<file path="config.mk">
export PLATFORM = sky130hd
export DESIGN_NAME = calc2_req_master
export DESIGN_NICKNAME = d
export VERILOG_FILES = /design/src/rtl/calc2_req_master.sv
export SDC_FILE = /design/constraint.sdc
export NUM_CORES = 1
export LEC_CHECK = 0
export BUFFER_PORTS_ARGS = -buffer_cell sky130_fd_sc_hd__buf_2
export CORE_MARGIN = 1.5
export CORE_UTILIZATION = 30
export DETAILED_ROUTE_END_ITERATION = 7
export GPL_ROUTABILITY_DRIVEN = 0
export HOLD_SLACK_MARGIN = 0.06
export PLACE_DENSITY = 0.47
export SYNTH_ARGS = -nofsm -noshare
export SYNTH_HDL_FRONTEND = slang
export SYNTH_SLANG_ARGS = --single-unit
</file>
<file path="constraint.sdc">
create_clock -name c_clk -period 2.7 [get_ports c_clk]
set_input_delay 0.27 -clock c_clk [delete_from_list [all_inputs] [get_ports c_clk]]
set_output_delay 0.27 -clock c_clk [all_outputs]
set_load 0.05 [all_outputs]
</file>
<file path="src/rtl/calc2_req_master.sv">
// calc2_req_master: issues two-beat calc2 requests for upstream ops and
// returns tagged calc2 responses through an in-order result FIFO.
module calc2_req_master #(
    parameter int TIMEOUT = 255
) (
    input  logic        c_clk,
    input  logic        reset,
    input  logic        op_valid,
    input  logic [3:0]  op_cmd,
    input  logic [31:0] op_data1,
    input  logic [31:0] op_data2,
    output logic        op_ready,
    output logic [1:0]  op_tag,
    output logic [3:0]  req_cmd_out,
    output logic [31:0] req_data_out,
    output logic [1:0]  req_tag_out,
    input  logic [1:0]  resp_in,
    input  logic [31:0] resp_data_in,
    input  logic [1:0]  resp_tag_in,
    output logic        res_valid,
    output logic [1:0]  res_resp,
    output logic [31:0] res_data,
    output logic [1:0]  res_tag,
    input  logic        res_ready,
    output logic        timeout_err,
    output logic        spurious_err
);

    localparam int WDW = $clog2(TIMEOUT + 1);

    typedef enum logic [1:0] {
        S_IDLE  = 2'd0,
        S_SEND1 = 2'd1,
        S_SEND2 = 2'd2
    } state_t;

    state_t      r_state;
    state_t      w_state_nxt;

    logic [3:0]  r_req_cmd;
    logic [31:0] r_req_data;
    logic [1:0]  r_req_tag;
    logic [3:0]  w_req_cmd_nxt;
    logic [31:0] w_req_data_nxt;
    logic [1:0]  w_req_tag_nxt;

    logic [1:0]  r_tag;
    logic [31:0] r_data2;

    logic [3:0]  r_alloc;
    logic [3:0]  r_pending;
    logic [1:0]  w_free_tag;
    logic        w_accept;

    logic        w_resp_vld;
    logic        w_push;
    logic        w_pop;
    logic        w_spur;
    logic [3:0]  w_alloc_set;
    logic [3:0]  w_alloc_clr;
    logic [3:0]  w_pend_clr;

    logic [35:0] r_mem [4];
    logic [1:0]  r_wr_ptr;
    logic [1:0]  r_rd_ptr;
    logic [2:0]  r_count;

    logic [WDW-1:0] r_wd;
    logic [WDW-1:0] w_wd_nxt;
    logic           r_timeout;
    logic           r_spur;

    // Lowest-index free tag; value is irrelevant when all tags are taken
    always_comb begin
        w_free_tag = 2'd0;
        for (int i = 3; i >= 0; i--) begin
            if (!r_alloc[i]) w_free_tag = 2'(i);
        end
    end

    assign op_ready = !reset && (r_state != S_SEND1) && (r_alloc != 4'hF);
    assign op_tag   = w_free_tag;
    assign w_accept = op_valid && op_ready;

    always_ff @(posedge c_clk) begin
        if (reset) begin
            r_state    <= S_IDLE;
            r_req_cmd  <= '0;
            r_req_data <= '0;
            r_req_tag  <= '0;
            r_tag      <= '0;
            r_data2    <= '0;
        end else begin
            r_state    <= w_state_nxt;
            r_req_cmd  <= w_req_cmd_nxt;
            r_req_data <= w_req_data_nxt;
            r_req_tag  <= w_req_tag_nxt;
            if (w_accept) begin
                r_tag   <= w_free_tag;
                r_data2 <= op_data2;
            end
        end
    end

    always_comb begin
        w_state_nxt = r_state;
        unique case (r_state)
            S_IDLE:  if (w_accept) w_state_nxt = S_SEND1;
            S_SEND1: w_state_nxt = S_SEND2;
            S_SEND2: w_state_nxt = w_accept ? S_SEND1 : S_IDLE;
            default: w_state_nxt = S_IDLE;
        endcase
    end

    // Request beats are computed from the next state so req_* come from flops
    always_comb begin
        w_req_cmd_nxt  = '0;
        w_req_data_nxt = '0;
        w_req_tag_nxt  = '0;
        unique case (w_state_nxt)
            S_SEND1: begin
                w_req_cmd_nxt  = op_cmd;
                w_req_data_nxt = op_data1;
                w_req_tag_nxt  = w_free_tag;
            end
            S_SEND2: begin
                w_req_data_nxt = r_data2;
                w_req_tag_nxt  = r_tag;
            end
            default: ;
        endcase
    end

    assign req_cmd_out  = reset ? '0 : r_req_cmd;
    assign req_data_out = reset ? '0 : r_req_data;
    assign req_tag_out  = reset ? '0 : r_req_tag;

    assign w_resp_vld  = (resp_in != 2'd0);
    assign w_push      = w_resp_vld && r_pending[resp_tag_in];
    assign w_spur      = w_resp_vld && !r_pending[resp_tag_in];
    assign w_pop       = res_valid && res_ready;
    assign w_alloc_set = w_accept ? (4'b0001 << w_free_tag) : 4'b0000;
    assign w_alloc_clr = w_pop ? (4'b0001 << res_tag) : 4'b0000;
    assign w_pend_clr  = w_push ? (4'b0001 << resp_tag_in) : 4'b0000;

    always_ff @(posedge c_clk) begin
        if (reset) begin
            r_alloc   <= '0;
            r_pending <= '0;
        end else begin
            r_alloc   <= (r_alloc | w_alloc_set) & ~w_alloc_clr;
            r_pending <= (r_pending & ~w_pend_clr) | w_alloc_set;
        end
    end

    always_ff @(posedge c_clk) begin
        if (!reset && w_push) begin
            r_mem[r_wr_ptr] <= {resp_in, resp_data_in, resp_tag_in};
        end
    end

    // Depth 4 matches the tag space, so a push can never find the FIFO full
    always_ff @(posedge c_clk) begin
        if (reset) begin
            r_wr_ptr <= '0;
            r_rd_ptr <= '0;
            r_count  <= '0;
        end else begin
            if (w_push) r_wr_ptr <= r_wr_ptr + 2'd1;
            if (w_pop)  r_rd_ptr <= r_rd_ptr + 2'd1;
            case ({w_push, w_pop})
                2'b10:   r_count <= r_count + 3'd1;
                2'b01:   r_count <= r_count - 3'd1;
                default: r_count <= r_count;
            endcase
        end
    end

    assign res_valid = !reset && (r_count != 3'd0);
    assign {res_resp, res_data, res_tag} = r_mem[r_rd_ptr];

    always_comb begin
        w_wd_nxt = r_wd;
        if ((r_pending == 4'd0) || w_resp_vld) begin
            w_wd_nxt = '0;
        end else if (r_wd != WDW'(TIMEOUT)) begin
            w_wd_nxt = r_wd + WDW'(1);
        end
    end

    always_ff @(posedge c_clk) begin
        if (reset) begin
            r_wd      <= '0;
            r_timeout <= 1'b0;
            r_spur    <= 1'b0;
        end else begin
            r_wd <= w_wd_nxt;
            if (w_wd_nxt == WDW'(TIMEOUT)) r_timeout <= 1'b1;
            if (w_spur) r_spur <= 1'b1;
        end
    end

    assign timeout_err  = r_timeout;
    assign spurious_err = r_spur;

endmodule

</file>
==> impl_metrics.ini, run 1 <==
[setup_path]
cp.arrival_ns = 2.88
timing.critical_path.fanout_max = 8
path_class = in2reg
cpLargestDelayFamily = buffers and inverters
critical_path.n_buffers_inverters = 3
data_required_time_of_the_worst_path_ns = 3.15
crit_slowest_cell = sky130_fd_sc_hd__dlygate4sd3_1
category_of_the_worst_setup_path_launch_point = primary input
worstSetupEndpointType = flop
critical_path.cell_chain = dlygate4sd3_1, buf_2, mux4_2, o21ai_1, ha_1, inv_1, fa_1, xor2_1, or3_1, a21oi_1
slowest_delay_ns = 0.53

[timing]
fin_worst_skew_ns = 0.0106
max_freq_ghz = 0.412
slew_headroom = 0.580
tightest_slew_ns = 0.630
setup_viol = 0
period_needed_ns = 2.43
final.hold.worst_slack_ns = 0.203
setup-tns-final_ns = 0
final_cycle_utilization_of_the_critical_path = 0.899
drv_slew = 0
unrepaired_setup_endpoints_after_global_routing = no
final-hold-violation-count = 0

[synth]
ys_types = 44
post-synth-top-area-cell = sky130_fd_sc_hd__edfxtp_1
yosysMostFrequentCell = sky130_fd_sc_hd__edfxtp_1
seq_area_frac_synth = 0.697
postSynth.topFlopCell = sky130_fd_sc_hd__edfxtp_1
list_of_most_frequent_post_synthesis_cells = 144 x sky130_fd_sc_hd__edfxtp_1, 101 x sky130_fd_sc_hd__dfxtp_1, 73 x sky130_fd_sc_hd__nand2_1
synth_enable_flop_cells = 144
netlist.area_leader.share = 0.475
synth.cell_area_sq_um = 9100
synth_top_cells_by_area = sky130_fd_sc_hd__edfxtp_1 47%, sky130_fd_sc_hd__dfxtp_1 22%, sky130_fd_sc_hd__mux4_2 9.2%
asyncSetResetFlopFracSynth = 0
yosysWarningCount = 0
syn_avg_cell_area_sq_um = 14.6
synth_cells = 625
synth-seq-cells = 245
synth_fp_nets = 740

[clocking]
ctsLongestPathBuffers = 3
cts_repair_resize_count = 0
tritoncts.num_buffers = 28
cts_post_setup_buffers_inserted = 0
insertion_delay_ns = 0.52
clockRootBuffer = sky130_fd_sc_hd__clkbuf_16
clock-sinks = 245
cts_tree = done
path_clk_slew_ns = 0.05
cts_htree_levels = 1

[routing]
ant_nets = 0
first_iteration_detailed_routing_drc_count = 349
total_wirelength_um = 21300
vias_per_cell = 4.54
drt-pass1-iter-count = 4
post_drt_wl_per_cell_um = 15.9
post_route_drc_violation_count = 0
via_count = 6064

[floorplan]
row_cnt = 63
die_w_um = 177
die_span_y_um = 177
io_pins = 188
coreArea_sq_um = 29700
die_area_sq_um = 31400
start_util = 0.306

[flow_run]
max_cap_violations = 0

[placed_design]
port_buffers = 187
placement.cell_area_sq_um = 10600
place_hpwl_um = 13300

[grt]
grt_first_pass_wirelength_um = 33700
grt_pass1_vias = 6317
antenna_found_initial = 0
grt_max_degree = 60
globalRouteMet3Util = 0.0427
gr_layer_usage_met2 = 0.235
grt_util_met1 = 0.165
global_route.overflow_total = 0
globalRoute.busiestLayer = met2
grt.total_usage = 0.137

[worst_hold_path]
min_path_type = in2reg

[cells_and_area]
drive_gt1_frac = 0.310
cell_area_after_layout_sq_um = 12600
area_delta_synth_final_pct = 38.2
diodes = 0
nets = 1040

[pwr]
static-leakage-power_uw = 0.00473
ir_drop_v = 0.000398
power.density_nw_per_um2 = 669

[status]
outcome = complete, no violations
## layout make-up
type	count	area, sq um
fill	2761	17100
tap	390	488
timing repair buffer	307	2180
sequential	245	6350
clock buffer	42	846
inverter	12	45.0
clock inverter	10	103
multi-input combinational	331	2570
## final timing paths
| kind | start | end | slack (ns) | cells after the start |
|---|---|---|---|---|
| max | resp_tag_in[0] | r_count[2] | 0.27 | 10 |
| min | reset | timeout_err | 0.20 | 3 |
| max reg2reg | r_pending[0] | r_count[2] | 0.47 | 8 |
| min reg2reg | r_data2[25] | r_data2[25] | 0.45 | 2 |
## logic make-up (layout without fill, tap and decap cells)
kind of cell             count (synthesis)  in the layout  synth area share
flip-flops                             245            245             0.697
multiplexers                            40             40            0.0948
AO/OA/AOI/OAI                          105            105            0.0777
XOR/XNOR                                 5              5           0.00481
buffers and inverters                   49            371            0.0224
AND/OR/NAND/NOR                        174            174            0.0928
adder cells (fa/ha/maj)                  7              7            0.0104
## layer usage
metal  part of all wire  wire length, um  vias up
li1                   -                -     2915
met2               0.48            10200      197
met3              0.082             1740       30
met5                  0                0        -
met1               0.42             8880     2922
met4              0.020              430        0
## sequential cells by signal (all words and copies together) (netlist names), 3 cells and up, named ones only
name / flops
r_req_cmd: 4
r_data2: 32
r_mem: 144
r_count: 3
r_pending: 4
r_alloc: 4
r_req_data: 32
r_wd: 8
## worst reg2reg max path, stage by stage, from the launching register on
cell and delay, ns:
sky130_fd_sc_hd__dfxtp_1 0.32, sky130_fd_sc_hd__mux4_2 0.46, sky130_fd_sc_hd__o21ai_1 0.13, sky130_fd_sc_hd__ha_1 0.21, sky130_fd_sc_hd__inv_1 0.06, sky130_fd_sc_hd__fa_1 0.38, sky130_fd_sc_hd__xor2_1 0.16, sky130_fd_sc_hd__or3_1 0.31
sky130_fd_sc_hd__a21oi_1 0.13
## cells in the final DEF (no fill, tap or decap), types with 2 or more instances in the layout
master	netlist	final
sky130_fd_sc_hd__clkbuf_8	0	5
sky130_fd_sc_hd__buf_12	0	7
sky130_fd_sc_hd__nand4_1	2	2
sky130_fd_sc_hd__nand2b_1	3	3
sky130_fd_sc_hd__a21oi_1	47	47
sky130_fd_sc_hd__nor2b_1	40	40
sky130_fd_sc_hd__edfxtp_1	144	144
sky130_fd_sc_hd__clkbuf_1	24	7
sky130_fd_sc_hd__xor2_1	2	2
sky130_fd_sc_hd__xnor2_1	3	3
sky130_fd_sc_hd__a22o_1	34	34
sky130_fd_sc_hd__and2_2	0	4
sky130_fd_sc_hd__ha_1	6	6
sky130_fd_sc_hd__and2_1	14	10
sky130_fd_sc_hd__nand3_1	6	6
sky130_fd_sc_hd__nor2_1	20	20
sky130_fd_sc_hd__nor3_1	5	3
sky130_fd_sc_hd__dlygate4sd3_1	0	104
sky130_fd_sc_hd__buf_2	10	187
sky130_fd_sc_hd__clkbuf_16	0	30
sky130_fd_sc_hd__o21ai_0	5	5
sky130_fd_sc_hd__or3_1	6	6
sky130_fd_sc_hd__mux2i_1	3	3
sky130_fd_sc_hd__nor3_2	0	2
sky130_fd_sc_hd__o31ai_1	2	2
sky130_fd_sc_hd__nand2_1	73	73
sky130_fd_sc_hd__dfxtp_1	101	99
sky130_fd_sc_hd__clkinv_2	0	7
sky130_fd_sc_hd__buf_4	0	9
sky130_fd_sc_hd__a31oi_1	3	3
sky130_fd_sc_hd__inv_1	12	12
sky130_fd_sc_hd__bufinv_16	0	2
sky130_fd_sc_hd__and3_1	2	2
sky130_fd_sc_hd__mux4_2	37	37
sky130_fd_sc_hd__dfxtp_2	0	2
sky130_fd_sc_hd__a311oi_1	2	2
## report_power, final
group,switching (uW),internal (uW),leakage (uW)
Clock,1440,2350,0.000470
Sequential,27.8,4020,0.00212
Combinational,328,269,0.00214
## per-stage QoR
stage	total power, uW	cells	setup slack (ns)	util
floorplan	4410	625	0.441	-
global placement	4600	1181	0.314	0.356
detailed placement	4610	1181	0.301	0.356
CTS	8560	1337	0.228	0.423
global route	8760	1337	0.176	0.423
finish	8420	1337	0.271	0.423
## repair_timing
item,CTS,global route
setup endpoints to repair,0,0
hold endpoints to repair,212,0
hold buffers,104,0
No activity file was read; power rests on OpenSTA's default activity.
==> run 2: changes to the inputs <==
CELL_PAD_IN_SITES_DETAIL_PLACEMENT = 1   (was default)
CELL_PAD_IN_SITES_GLOBAL_PLACEMENT = 2   (was default)
PLACE_DENSITY = 0.64   (was 0.47)
==> run 2 against run 1 <==
Effect of this change:
- combinational power about the same
- clock power shrank 3%
- routed wire length grew 8.8%
- largest cell class unchanged
- total power down 1.4%
==> impl_metrics.ini, run 2 (synthesized netlist as in run 1, its figures left out) <==
[status]
outcome = complete, no violations

[setup_path]
path_class = in2reg
worstRegToRegCells = 8
category_of_the_worst_setup_path_launch_point = primary input
crit_slowest_cell = sky130_fd_sc_hd__mux4_2
data_required_time_of_the_worst_path_ns = 3.16
worstSetupEndpointType = flop
slowest_delay_ns = 0.55
cp.arrival_ns = 2.97
critical_path.cell_chain = dlygate4sd3_1, buf_2, mux4_2, o21ai_2, ha_1, inv_1, fa_1, xor2_1, or3_1, a21oi_1
timing.critical_path.fanout_max = 8

[cells_and_area]
largest_register_ff_count = 144
layout_commonest_cell = sky130_fd_sc_hd__buf_2
nets = 1033
final_cells = 1331
drive_gt1_frac = 0.300
register_bank_with_the_most_flops = r_mem
reg.largest.list = r_mem x144, r_data2 x32, r_req_data x32
layout_common_cells = 187 x sky130_fd_sc_hd__buf_2, 144 x sky130_fd_sc_hd__edfxtp_1, 104 x sky130_fd_sc_hd__dlygate4sd3_1
area_delta_synth_final_pct = 36.5

[timing]
slew_headroom = 0.324
final_cycle_utilization_of_the_critical_path = 0.931
period_needed_ns = 2.51
drv_slew = 0
unrepaired_setup_endpoints_after_global_routing = no
fin_worst_skew_ns = 0.0173
max_freq_ghz = 0.398
setup_viol = 0
tightest_slew_ns = 1.01
final-hold-violation-count = 0
setup-tns-final_ns = 0

[floorplan]
die_area_sq_um = 31400
coreArea_sq_um = 29700
start_util = 0.306
io_pins = 188
die_span_y_um = 177
die_w_um = 177
row_cnt = 63

[routing]
post_route_drc_violation_count = 0
drt-pass1-iter-count = 4
ant_nets = 0
first_iteration_detailed_routing_drc_count = 312
total_wirelength_um = 23100
vias_per_cell = 4.61
post_drt_wl_per_cell_um = 17.4
via_count = 6135

[pwr]
static-leakage-power_uw = 0.00464
power.density_nw_per_um2 = 668
ir_drop_v = 0.000502

[clocking]
insertion_delay_ns = 0.55
cts_tree = done
ctsLongestPathBuffers = 3
path_clk_slew_ns = 0.06
clock-sinks = 245
cts_htree_levels = 1
clockRootBuffer = sky130_fd_sc_hd__clkbuf_16
tritoncts.num_buffers = 28
cts_post_setup_buffers_inserted = 0

[worst_hold_path]
min_path_type = in2reg
hold-path-cell-count = 3

[placed_design]
place_hpwl_um = 14500
port_buffers = 187
placedCellCount = 1174

[grt]
global_route.overflow_total = 0
grt_pass1_vias = 6713
grt.total_usage = 0.147
grt_max_degree = 74
antenna_found_initial = 2
grt_first_pass_wirelength_um = 36500

[flow_run]
max_cap_violations = 0
## run 2: changes by cell type in the layout (fill, tap and decap cells not counted), moves of 2 or more
cell / delta
sky130_fd_sc_hd__buf_4: -2
sky130_fd_sc_hd__clkinv_1: +3
sky130_fd_sc_hd__clkbuf_1: +3
sky130_fd_sc_hd__clkbuf_16: -2
sky130_fd_sc_hd__clkinv_2: -5
sky130_fd_sc_hd__buf_12: -5
## run 2: worst paths after layout
kind                                     to  slack [ns]           start
worst min-delay path            timeout_err        0.15           reset
worst min register to register  r_data2[27]        0.45     r_data2[27]
worst max register to register   r_count[2]        0.37    r_pending[0]
worst max-delay path             r_count[2]        0.19  resp_tag_in[0]
## run 2: layer usage
metal	GRT usage	vias to the layer above	routed length (um)
li1	-	2900	-
met1	0.180	3029	9780
met2	0.257	169	11300
met3	0.0427	35	1640
met4	0.0307	2	426
met5	0	-	10
## run 2: repair_timing
item	in CTS	in global routing
endpoints found under the hold margin	212	0
hold buffers	104	0
gates resized for setup	0	1
setup endpoints to repair	0	1
## run 2: report_power, final
group / internal, uW / switching (uW)
Combinational: 264 / 335
Clock: 2160 / 1510
Sequential: 4010 / 28.4
## run 2: stage by stage
stage	hold WS [ns]	power (uW)	area, sq um	setup slack (ns)	utilization
6_report	0.151	8310	12400	0.187	0.418
5_1_grt	0.177	8620	12400	0.0253	0.418
4_1_cts	0.143	8420	12400	0.0415	0.418
3_5_place_dp	0.447	4610	10500	0.0693	0.353
3_3_place_gp	0.441	4590	10500	0.115	0.353
2_1_floorplan	0.369	4410	9100	0.441	-
## run 2: final cells by class
cell class	count	area, sq um
timing repair buffer	300	2070
tap	390	488
clock buffer	43	807
clock inverter	9	96.3
fill	3114	17300
inverter	12	45.0
antenna	1	2.50
multi-input combinational	331	2570
sequential	245	6350
## run 2: worst max-delay path, delay by kind of cell
kind / cells / cell delay, ns
AOI/OAI and AO/OA: 2 / 0.28
xor gates and xnor gates: 1 / 0.17
adders and majority gates: 2 / 0.62
buffers and inverters: 3 / 0.77
muxes: 1 / 0.55
and+or+nand+nor: 1 / 0.32
==> run 3: changes to the inputs <==
clock period = 2.95 ns   (was 2.7 ns; I/O delays follow)
==> run 3 against run 2 <==
Effect of this change:
- critical path depth did not move
- flip-flop and latch count did not move
- first-iteration DRC count fell by 29%
- routed wire length fell by 1.6%
- setup slack improved by 0.13 ns
- critical path type unchanged
- critical endpoint unchanged
==> impl_metrics.ini, run 3 (synthesized netlist as in run 1, its figures left out) <==
[clocking]
cts_tree = done
path_clk_slew_ns = 0.06
insertion_delay_ns = 0.55
clockRootBuffer = sky130_fd_sc_hd__clkbuf_16
clock-sinks = 245
tritoncts.num_buffers = 28
cts_post_setup_buffers_inserted = 0
cts_htree_levels = 1
cts_repair_resize_count = 0
number_of_buffers_inserted_by_hold_repair_at_cts = 104
ctsLongestPathBuffers = 3

[timing]
final-hold-violation-count = 0
postLayoutSetupSlackWorst_ns = 0.315
slew_headroom = 0.456
drv_slew = 0
max_freq_ghz = 0.380
final_cycle_utilization_of_the_critical_path = 0.893
period_needed_ns = 2.63
tightest_slew_ns = 0.816
setup_viol = 0
final.hold.worst_slack_ns = 0.170
fin_worst_skew_ns = 0.0123
unrepaired_setup_endpoints_after_global_routing = no
setup-tns-final_ns = 0

[routing]
via_count = 6168
ant_nets = 0
drt-pass1-iter-count = 4
post_route_drc_violation_count = 0
vias_per_cell = 4.62
total_wirelength_um = 22800
first_iteration_detailed_routing_drc_count = 223
post_drt_wl_per_cell_um = 17.0

[placed_design]
detailedPlace.worstSlack_ns = 0.310
place_hpwl_um = 14600
port_buffers = 187
placement.cell_area_sq_um = 10500

[cells_and_area]
area_delta_synth_final_pct = 37.4
drive_gt1_frac = 0.306
reg.largest.list = r_mem x144, r_data2 x32, r_req_data x32
layout_common_cells = 187 x sky130_fd_sc_hd__buf_2, 144 x sky130_fd_sc_hd__edfxtp_1, 104 x sky130_fd_sc_hd__dlygate4sd3_1
final_util = 0.421
register_bank_with_the_most_flops = r_mem
nets = 1040
layout_commonest_cell = sky130_fd_sc_hd__buf_2
largest_register_ff_count = 144
cell_area_after_layout_sq_um = 12500

[floorplan]
coreArea_sq_um = 29700
io_pins = 188
die_w_um = 177
die_area_sq_um = 31400
start_util = 0.306
die_span_y_um = 177
row_cnt = 63

[pwr]
ir_drop_v = 0.000414
static-leakage-power_uw = 0.00470
power.density_nw_per_um2 = 613

[grt]
grt_max_degree = 68
grt_first_pass_wirelength_um = 36000
global_route.overflow_total = 0
grt.total_usage = 0.146
antenna_found_initial = 1
grt_pass1_vias = 6825

[status]
outcome = complete, no violations

[setup_path]
cp.arrival_ns = 3.11
path_class = in2reg
worstSetupEndpointType = flop
timing.critical_path.fanout_max = 8
category_of_the_worst_setup_path_launch_point = primary input
data_required_time_of_the_worst_path_ns = 3.42

[worst_hold_path]
min_path_type = in2reg

[flow_run]
max_cap_violations = 0
==> run 3: worst paths after layout <==
path         slack, ns          end  cells after the start            from
min reg2reg       0.45     r_tag[0]                      2        r_tag[0]
max reg2reg       0.52   r_count[2]                      8    r_pending[3]
min               0.17  timeout_err                      3           reset
max               0.32   r_count[2]                     10  resp_tag_in[0]
==> run 3: worst max-delay path: stages <==
cell                            delay (ns)
sky130_fd_sc_hd__dlygate4sd3_1        0.53
sky130_fd_sc_hd__buf_2                0.18
sky130_fd_sc_hd__mux4_2               0.52
sky130_fd_sc_hd__o21ai_1              0.26
sky130_fd_sc_hd__ha_1                 0.26
sky130_fd_sc_hd__inv_1                0.07
sky130_fd_sc_hd__fa_1                 0.38
sky130_fd_sc_hd__xor2_1               0.16
sky130_fd_sc_hd__or3_1                0.30
sky130_fd_sc_hd__a21oi_1              0.14
==> run 3: layer usage <==
metal,part of all wire,track usage
met3,0.074,0.0421
met1,0.43,0.186
met2,0.48,0.247
met5,0,0
met4,0.019,0.0321
==> run 3: area by class of cell <==
class,count,area [sq um]
repair buffers,307,2130
flip-flops and latches,245,6350
multi-input cells,331,2570
fillers,3094,17200
clock buffers,37,754
well taps,390,488
inverters,12,45.0
clock inverters,13,165
diodes,1,2.50
==> run 3: power breakdown <==
group / leakage, uW / internal, uW / switching, uW
clock: 0.000450 / 2060 / 1350
sequential: 0.00212 / 3680 / 25.3
combinational: 0.00213 / 243 / 308
==> run 3: through the flow <==
| stage | power (uW) | instances |
|---|---|---|
| after floorplan | 4030 | 625 |
| after global placement | 4200 | 1181 |
| after detailed placement | 4220 | 1181 |
| after CTS | 7770 | 1335 |
| after global routing | 7940 | 1335 |
| final | 7660 | 1336 |
